`src/rtl/ram_access_arbiter.sv`:
```
// SRAM port arbiter: boot loader, CPU bus and diagnostics with halt-drain handshake.
// Define ARB_WATCHDOG_EN to add a DRAIN timeout that forces HALTED and sets timeout_flag.
module ram_access_arbiter #(
    parameter int DRAIN_CYCLES  = 4,
    parameter int ACCESS_CYCLES = 2,
    parameter int RESUME_CYCLES = 2,
    parameter int HALT_TIMEOUT  = 1023
) (
    input  logic        clk,
    input  logic        rst,
    input  logic        boot_done,
    input  logic [15:0] flash_addr,
    input  logic [7:0]  flash_din,
    input  logic        flash_cs,
    input  logic        flash_we,
    input  logic [15:0] cpu_addr,
    input  logic [7:0]  cpu_din,
    input  logic        cpu_cs,
    input  logic        cpu_we,
    input  logic        cpu_access_active,
    input  logic        rdyin,
    input  logic        halt_req,
    output logic        halt_ack,
    input  logic        diag_req,
    input  logic [15:0] diag_addr,
    input  logic [7:0]  diag_din,
    input  logic        diag_we,
    output logic        diag_gnt,
    output logic [15:0] ram_addr,
    output logic [7:0]  ram_din,
    output logic        ram_cs,
    output logic        ram_we,
    output logic        rdy,
    output logic        timeout_flag,
    output logic [2:0]  state_dbg
);

    typedef enum logic [2:0] {
        BOOT     = 3'd0,
        RUN      = 3'd1,
        DRAIN    = 3'd2,
        HALTED   = 3'd3,
        DIAG_ACC = 3'd4,
        RESUME   = 3'd5
    } state_t;

    localparam int M1 = (DRAIN_CYCLES > ACCESS_CYCLES) ? DRAIN_CYCLES : ACCESS_CYCLES;
    localparam int M2 = (M1 > RESUME_CYCLES) ? M1 : RESUME_CYCLES;
    localparam int M3 = (M2 > HALT_TIMEOUT) ? M2 : HALT_TIMEOUT;
    localparam int CW = $clog2(M3 + 1);

    localparam logic [CW-1:0] DRAIN_MAX  = CW'(DRAIN_CYCLES);
    localparam logic [CW-1:0] ACC_LAST   = CW'(ACCESS_CYCLES - 1);
    localparam logic [CW-1:0] RES_LAST   = CW'(RESUME_CYCLES - 1);

    state_t        state, state_nx;
    logic [CW-1:0] cnt, cnt_nx, cnt_inc;

    // Saturating increment: the counter must never wrap back to zero.
    assign cnt_inc = (cnt == '1) ? cnt : cnt + CW'(1);

`ifdef ARB_WATCHDOG_EN
    localparam logic [CW-1:0] HALT_MAX = CW'(HALT_TIMEOUT);
    logic [CW-1:0] wd_cnt, wd_nx, wd_inc;
    logic          tflag, tflag_nx;

    assign wd_inc = (wd_cnt == '1) ? wd_cnt : wd_cnt + CW'(1);
    assign timeout_flag = tflag;
`else
    assign timeout_flag = 1'b0;
`endif

    always_comb begin
        state_nx = state;
        cnt_nx   = cnt;
        case (state)
            BOOT: begin
                if (boot_done) state_nx = RUN;
            end
            RUN: begin
                if (halt_req) state_nx = DRAIN;
            end
            DRAIN: begin
                if (!halt_req)
                    state_nx = RUN;
                else if (cpu_access_active)
                    cnt_nx = '0;
                else if (cnt_inc == DRAIN_MAX)
                    state_nx = HALTED;
                else
                    cnt_nx = cnt_inc;
            end
            HALTED: begin
                if (diag_req)
                    state_nx = DIAG_ACC;
                else if (!halt_req)
                    state_nx = RESUME;
            end
            DIAG_ACC: begin
                if (cnt == ACC_LAST) state_nx = HALTED;
                else cnt_nx = cnt_inc;
            end
            RESUME: begin
                if (cnt == RES_LAST) state_nx = RUN;
                else cnt_nx = cnt_inc;
            end
            default: state_nx = BOOT;
        endcase

`ifdef ARB_WATCHDOG_EN
        tflag_nx = tflag;
        wd_nx    = (state == DRAIN) ? wd_inc : '0;
        if (state == DRAIN && halt_req && wd_inc == HALT_MAX) begin
            state_nx = HALTED;
            tflag_nx = 1'b1;
        end
        if (state_nx != state) wd_nx = '0;
`endif

        if (state_nx != state) cnt_nx = '0;
    end

    always_ff @(posedge clk) begin
        if (rst) begin
            state    <= BOOT;
            cnt      <= '0;
            halt_ack <= 1'b0;
            diag_gnt <= 1'b0;
        end else begin
            state    <= state_nx;
            cnt      <= cnt_nx;
            halt_ack <= (state_nx == HALTED) || (state_nx == DIAG_ACC);
            diag_gnt <= (state_nx == DIAG_ACC) && (cnt_nx == ACC_LAST);
        end
    end

`ifdef ARB_WATCHDOG_EN
    always_ff @(posedge clk) begin
        if (rst) begin
            wd_cnt <= '0;
            tflag  <= 1'b0;
        end else begin
            wd_cnt <= wd_nx;
            tflag  <= tflag_nx;
        end
    end
`endif

    assign rdy       = (state == RUN) & rdyin;
    assign state_dbg = state;

    always_comb begin
        ram_addr = cpu_addr;
        ram_din  = cpu_din;
        ram_cs   = cpu_cs;
        ram_we   = cpu_we;
        case (state)
            BOOT: begin
                ram_addr = flash_addr;
                ram_din  = flash_din;
                ram_cs   = flash_cs;
                ram_we   = flash_we;
            end
            HALTED: begin
                ram_addr = diag_addr;
                ram_din  = diag_din;
                ram_cs   = 1'b0;
                ram_we   = 1'b0;
            end
            DIAG_ACC: begin
                ram_addr = diag_addr;
                ram_din  = diag_din;
                ram_cs   = 1'b1;
                ram_we   = diag_we && (cnt == '0);
            end
            default: ;
        endcase
    end

endmodule

```
`config.mk`:
```
export PLATFORM = sky130hd
export DESIGN_NAME = ram_access_arbiter
export DESIGN_NICKNAME = d
export VERILOG_FILES = /design/src/rtl/ram_access_arbiter.sv
export SDC_FILE = /design/constraint.sdc
export NUM_CORES = 1
export LEC_CHECK = 0
export ABC_AREA = 0
export CAP_MARGIN = 20
export CORE_MARGIN = 2
export CORE_UTILIZATION = 37
export CTS_BUF_LIST = sky130_fd_sc_hd__clkbuf_8
export CTS_CLUSTER_DIAMETER = 120
export DETAILED_ROUTE_END_ITERATION = 8
export PLACE_DENSITY = 0.86
export RECOVER_POWER = 50
export SETUP_SLACK_MARGIN = 0.02
export SYNTH_ARGS = -nofsm -noshare
export SYNTH_HDL_FRONTEND = slang
export SYNTH_SLANG_ARGS = --single-unit
```
`constraint.sdc`:
```
create_clock -name clk -period 3.21 [get_ports clk]
set_clock_uncertainty 0.1 [all_clocks]
set_input_delay 0.4815 -clock clk [delete_from_list [all_inputs] [get_ports clk]]
set_output_delay 0.4815 -clock clk [all_outputs]
set_load 0.05 [all_outputs]
```
# Word-level counts from Yosys, hierarchy flattened
# Index checks and enable logic that the tools add are counted.
dict set report totals {
  reg_bits 15
  in_bits 84
}
dict set report op_classes {
  n_addsub 1
  n_eq_ne 12
  n_reduce_logical 7
  bitwise 1
  muxes 21
}
# operator count
set op_table {}
lappend op_table {{2-to-1 mux 10 bit} 6}
lappend op_table {{one-hot mux 16 bit (2 select lines)} 1}
lappend op_table {{2-to-1 mux 3 bit} 9}
lappend op_table {{equality test 10 x 1 -> 1 bit (second input constant)} 2}
lappend op_table {{one-hot mux 10 bit (2 select lines)} 1}
lappend op_table {{one-hot mux 3 bit (6 select lines)} 1}
lappend op_table {{one-hot mux 8 bit (2 select lines)} 1}
lappend op_table {{adder 10 x 1 -> 10 bit (second input constant)} 1}
lappend op_table {{equality test 10 bit (second input constant)} 1}
lappend op_table {{equality test 10 x 3 -> 1 bit (second input constant)} 1}
lappend op_table {{zero test 10 bit} 1}
lappend op_table {{equality test 3 x 2 -> 1 bit (second input constant)} 3}
lappend op_table {{equality test 3 bit (second input constant)} 3}
lappend op_table {{one-hot mux 1 bit (3 select lines)} 2}
lappend op_table {{OR reduction 2 bit} 2}
lappend op_table {{equality test 3 x 1 -> 1 bit (second input constant)} 1}
lappend op_table {{zero test 3 bit} 1}
lappend op_table {{!= test 3 bit} 1}
lappend op_table {{logical AND 1 bit} 2}
lappend op_table {{bitwise AND 1 bit} 1}
lappend op_table {{logical OR 1 bit} 1}

# Longest topological paths before layout
dict set report logic_depth {
  depth_word 11
  depth_mapped 10
  mapped_depth_nobuf 8
}

# Least setup slack after synthesis
# OpenSTA, ideal clock, no wires.
dict set report synth_timing {
  path_kind {register -> output}
  from {register state[2] (netlist: state_dbg[2])}
  to {output port ram_we}
  required_time_ps 2628
  stages_incl_launch_ff 4
  slack_ps -25
  arrival_ps 2653
  path_buffers 1
  path_cell_list {dfxtp_1 > nand2b_1 > clkbuf_1 > o41ai_1}
}
dict set report synth_via {
  elab_chain_len 2
  elab_cells_between_ends 4
  classes_between {2 x eq/ne; 1 x mux; 1 x reduce/logical}
}
# item line_no
set synth_rtl {}
lappend synth_rtl {{from (decl)} 56} ;# state_t state, state_nx;
lappend synth_rtl {{from (signal assigned)} 130} ;# state <= state_nx;
lappend synth_rtl {{equality test 3 bit (tied with other cells)} 157} ;# case (state)
lappend synth_rtl {{one-hot mux 1 bit (3 select lines) *} 157}
lappend synth_rtl {{to (decl)} 32} ;# output logic ram_we,
# Every way passes the cells marked *; elsewhere a longest branch is shown, timed or not.

# Worst setup path after layout
dict set report layout_timing {
  from {register cnt[0]}
  to {register cnt[7]}
}
dict set report layout_via {
  elab_chain_len 9
  elab_cells_between_ends 18
  classes_between {1 x add/sub; 4 x eq/ne; 13 x mux}
}
# item line_no
set layout_rtl {}
lappend layout_rtl {{from (decl)} 57} ;# logic [CW-1:0] cnt, cnt_nx, cnt_inc;
lappend layout_rtl {{from (signal assigned)} 131} ;# cnt <= cnt_nx;
lappend layout_rtl {{adder 10 x 1 -> 10 bit / equality test 10 bit (equally long branches)} 60} ;# assign cnt_inc = (cnt == '1) ? cnt : cnt + CW'(1);
lappend layout_rtl {{2-to-1 mux 10 bit} 60}
lappend layout_rtl {{equality test 10 x 3 -> 1 bit} 88} ;# else if (cnt_inc == DRAIN_MAX)
lappend layout_rtl {{2-to-1 mux 3 bit} 88}
lappend layout_rtl {{2-to-1 mux 3 bit} 86} ;# else if (cpu_access_active)
lappend layout_rtl {{2-to-1 mux 3 bit} 84} ;# if (!halt_req)
lappend layout_rtl {{one-hot mux 3 bit (6 select lines)} 76} ;# case (state)
lappend layout_rtl {{!= test 3 bit} 120} ;# if (state_nx != state) cnt_nx = '0;
lappend layout_rtl {{2-to-1 mux 10 bit *} 120}
# Marked as above.
# A chain may end at the register's enable or synchronous reset.

==> flow_summary.json <==
{
  "outcome": "complete, no violations",
  "die-area_um2": 5280,
  "critPathCaptureType": "register",
  "worstSetupPathType": "register to register",
  "fmax_ghz": 0.333,
  "final_nets": 464,
  "avgSynthCellArea_um2": 6.58,
  "grt_pass1_vias": 2577,
  "cts.sinks": 15,
  "p_leak_uw": 0.00125,
  "cts_made_buffers": 3,
  "drt-wirelength-per-cell_um": 17.4,
  "io_buffers": 115,
  "num_rows": 24,
  "die_height_um": 72.6,
  "cp_slowest_cell": "or4_4",
  "hold_slack_ns": 0.568,
  "synth_edf_count": 0,
  "slew_viol_final": 0,
  "wirelength_um": 7440,
  "yosys-top-cells-count": "62 x nand2_1, 25 x a22oi_1, 17 x nor2_1",
  "tightest_slew_ns": 0.956,
  "period_share": 0.935,
  "synthDistinctLibCells": 55,
  "synth_top_cell_by_area": "dfxtp_1",
  "crit_required_ns": 3.25,
  "start_kind": "register",
  "syn_to_final_growth_pct": 79.3,
  "maxCapViolCount": 0,
  "synth_area_um2": 1740,
  "grt_pass1_wl_um": 11900,
  "drtAntennaViolNets": 0,
  "grt_setup_unrepaired": "false",
  "async_flop_share": 0,
  "synth_seq_cells": 15,
  "synth.area.top_cells": "dfxtp_1 17%, nand2_1 13%, a22oi_1 11%, nor2_1 3.7%, nor2_2 3.2%",
  "synth-seq-area-share": 0.172,
  "drive_gt1_frac": 0.157,
  "synthDominantCellAreaShare": 0.172,
  "fill_cells": 370,
  "hp-class": "register to register",
  "post_cts_resized": 0,
  "yosys.cell_count.top_type": "nand2_1",
  "grt_overflow": 0,
  "ir_drop_mv": 0.245,
  "synth_fp_nets": 352,
  "grt_max_degree": 28,
  "cts_hold_buf": 0,
  "postCtsSetupBuffers": 0,
  "critPathMaxStageDelay_ns": 0.56,
  "drtIter0Drc": 201,
  "syn-instance-count": 265,
  "post-route-drc-count": 0,
  "path_clk_slew_ns": 0.06,
  "finalHoldViolCount": 0,
  "h-tree-depth": 1,
  "start_util": 0.392,
  "final_util": 0.703,
  "critPathArrivalTime_ns": 3.04,
  "hpwl_um": 6020,
  "slew-limit-headroom": 0.359,
  "antenna_found_initial": 0,
  "synth_flop_cell": "dfxtp_1",
  "cts_tree": "done",
  "grt_usage": 0.283,
  "gp_congestion": 1.07,
  "path_cells": "inv_1, ha_1, or4_4, a2111oi_4, a211oi_1, o221ai_2, or2_1, buf_4, nor2_2",
  "dr.pass1.iters": 5,
  "die_w_um": 72.6,
  "cts-root-buf": "clkbuf_8",
  "core_region_area_um2": 4440,
  "fin_crit_ns": 3.00,
  "power.density_nw_per_um2": 325,
  "clockBufferDepth": 2,
  "num_vias": 2580,
  "timing.setup.tns_ns": 0,
  "cp_top_family": "simple AND/OR/NAND/NOR gates",
  "n_antenna_cell": 0,
  "critPathMaxFanout": 8,
  "ios": 117,
  "critPathBufInv": 2,
  "setup_viol": 0,
  "clock_latency_ns": 0.25,
  "vias_per_cell": 6.03,
  "yosys_warnings": 0
}
[where the power goes]
group / switching (µW) / leakage [µW] / total (µW) / internal, µW
Combinational: 367 / 0.00110 / 658 / 291
Sequential: 10.8 / 0.000121 / 201 / 190
Clock: 70.7 / 0.0000255 / 157 / 86.2
[cell type report]
class                      count  area [µm²]  share of cell area
timing repair buffer         126        1350               0.430
inverter                       8        30.0             0.00961
multi-input combinational    223        1340               0.428
sequential                    15         300              0.0961
clock buffer                   3        41.3              0.0132
tap                           52        65.1              0.0208
clock inverter                 1        5.00             0.00160
[worst reg2reg max path, cell delays in order (launching register included)]
cell and delay [ns]:
dfxtp_1 0.46, inv_1 0.14, ha_1 0.36, or4_4 0.56
a2111oi_4 0.29, a211oi_1 0.23, o221ai_2 0.24, or2_1 0.27
buf_4 0.19, nor2_2 0.04
[cells in the final DEF, fill, tap and decap left out, types with 3 or more instances in the layout]
cell type / n
a22oi_1: 25
dfxtp_1: 15
a31oi_1: 5
nor3b_1: 3
nand3b_1: 3
nor2b_1: 3
and2_1: 3
clkbuf_8: 3
inv_1: 8
o22ai_1: 6
clkbuf_2: 9
nor2_2: 9
dlygate4sd3_1: 6
a21oi_1: 11
nor3_1: 7
nand4_1: 6
nand3_1: 6
nor2_1: 17
buf_4: 10
ha_1: 3
nor4_1: 5
o21ai_0: 9
nand2_1: 62
buf_12: 16
clkdlybuf4s50_1: 84
[metal layers]
metal | routed length (µm) | GRT usage
met3 | 678 | 0.0594
met4 | 202 | 0.0947
met2 | 3860 | 0.525
met1 | 2710 | 0.319
met5 | 0 | 0
[sequential cells by signal, indices dropped and copies added (netlist names)]
signal	cells
cnt	10
diag_gnt	1
halt_ack	1
state_dbg	3
[kinds of logic after synthesis]
kind of cell | after synthesis | share of synthesized area
AND/OR/NAND/NOR | 139 | 0.398
AO/OA/AOI/OAI | 78 | 0.328
buffers and inverters | 27 | 0.0660
flip-flops | 15 | 0.172
adder cells (fa/ha/maj) | 3 | 0.0215
multiplexers | 2 | 0.0115
other | 1 | 0.00215
[per-stage QoR]
step	setup slack, ns	instance area [µm²]	power, µW	cells
floorplan	0.0667	1750	545	265
global placement	0.410	3210	913	424
detailed placement	0.321	3210	922	424
CTS	0.304	3260	1080	428
global route	0.0205	3130	1050	428
finish	0.210	3130	1020	428
[final timing paths]
| path | start | end | slack [ns] | depth (start not counted) |
|---|---|---|---|---|
| min reg2reg | cnt[6] | cnt[6] | 0.57 | 3 |
| max | cnt[0] | cnt[7] | 0.21 | 9 |
| max reg2reg | cnt[0] | cnt[7] | 0.21 | 9 |
| min | cnt[6] | cnt[6] | 0.57 | 3 |
(Power assumes the default switching activity.)
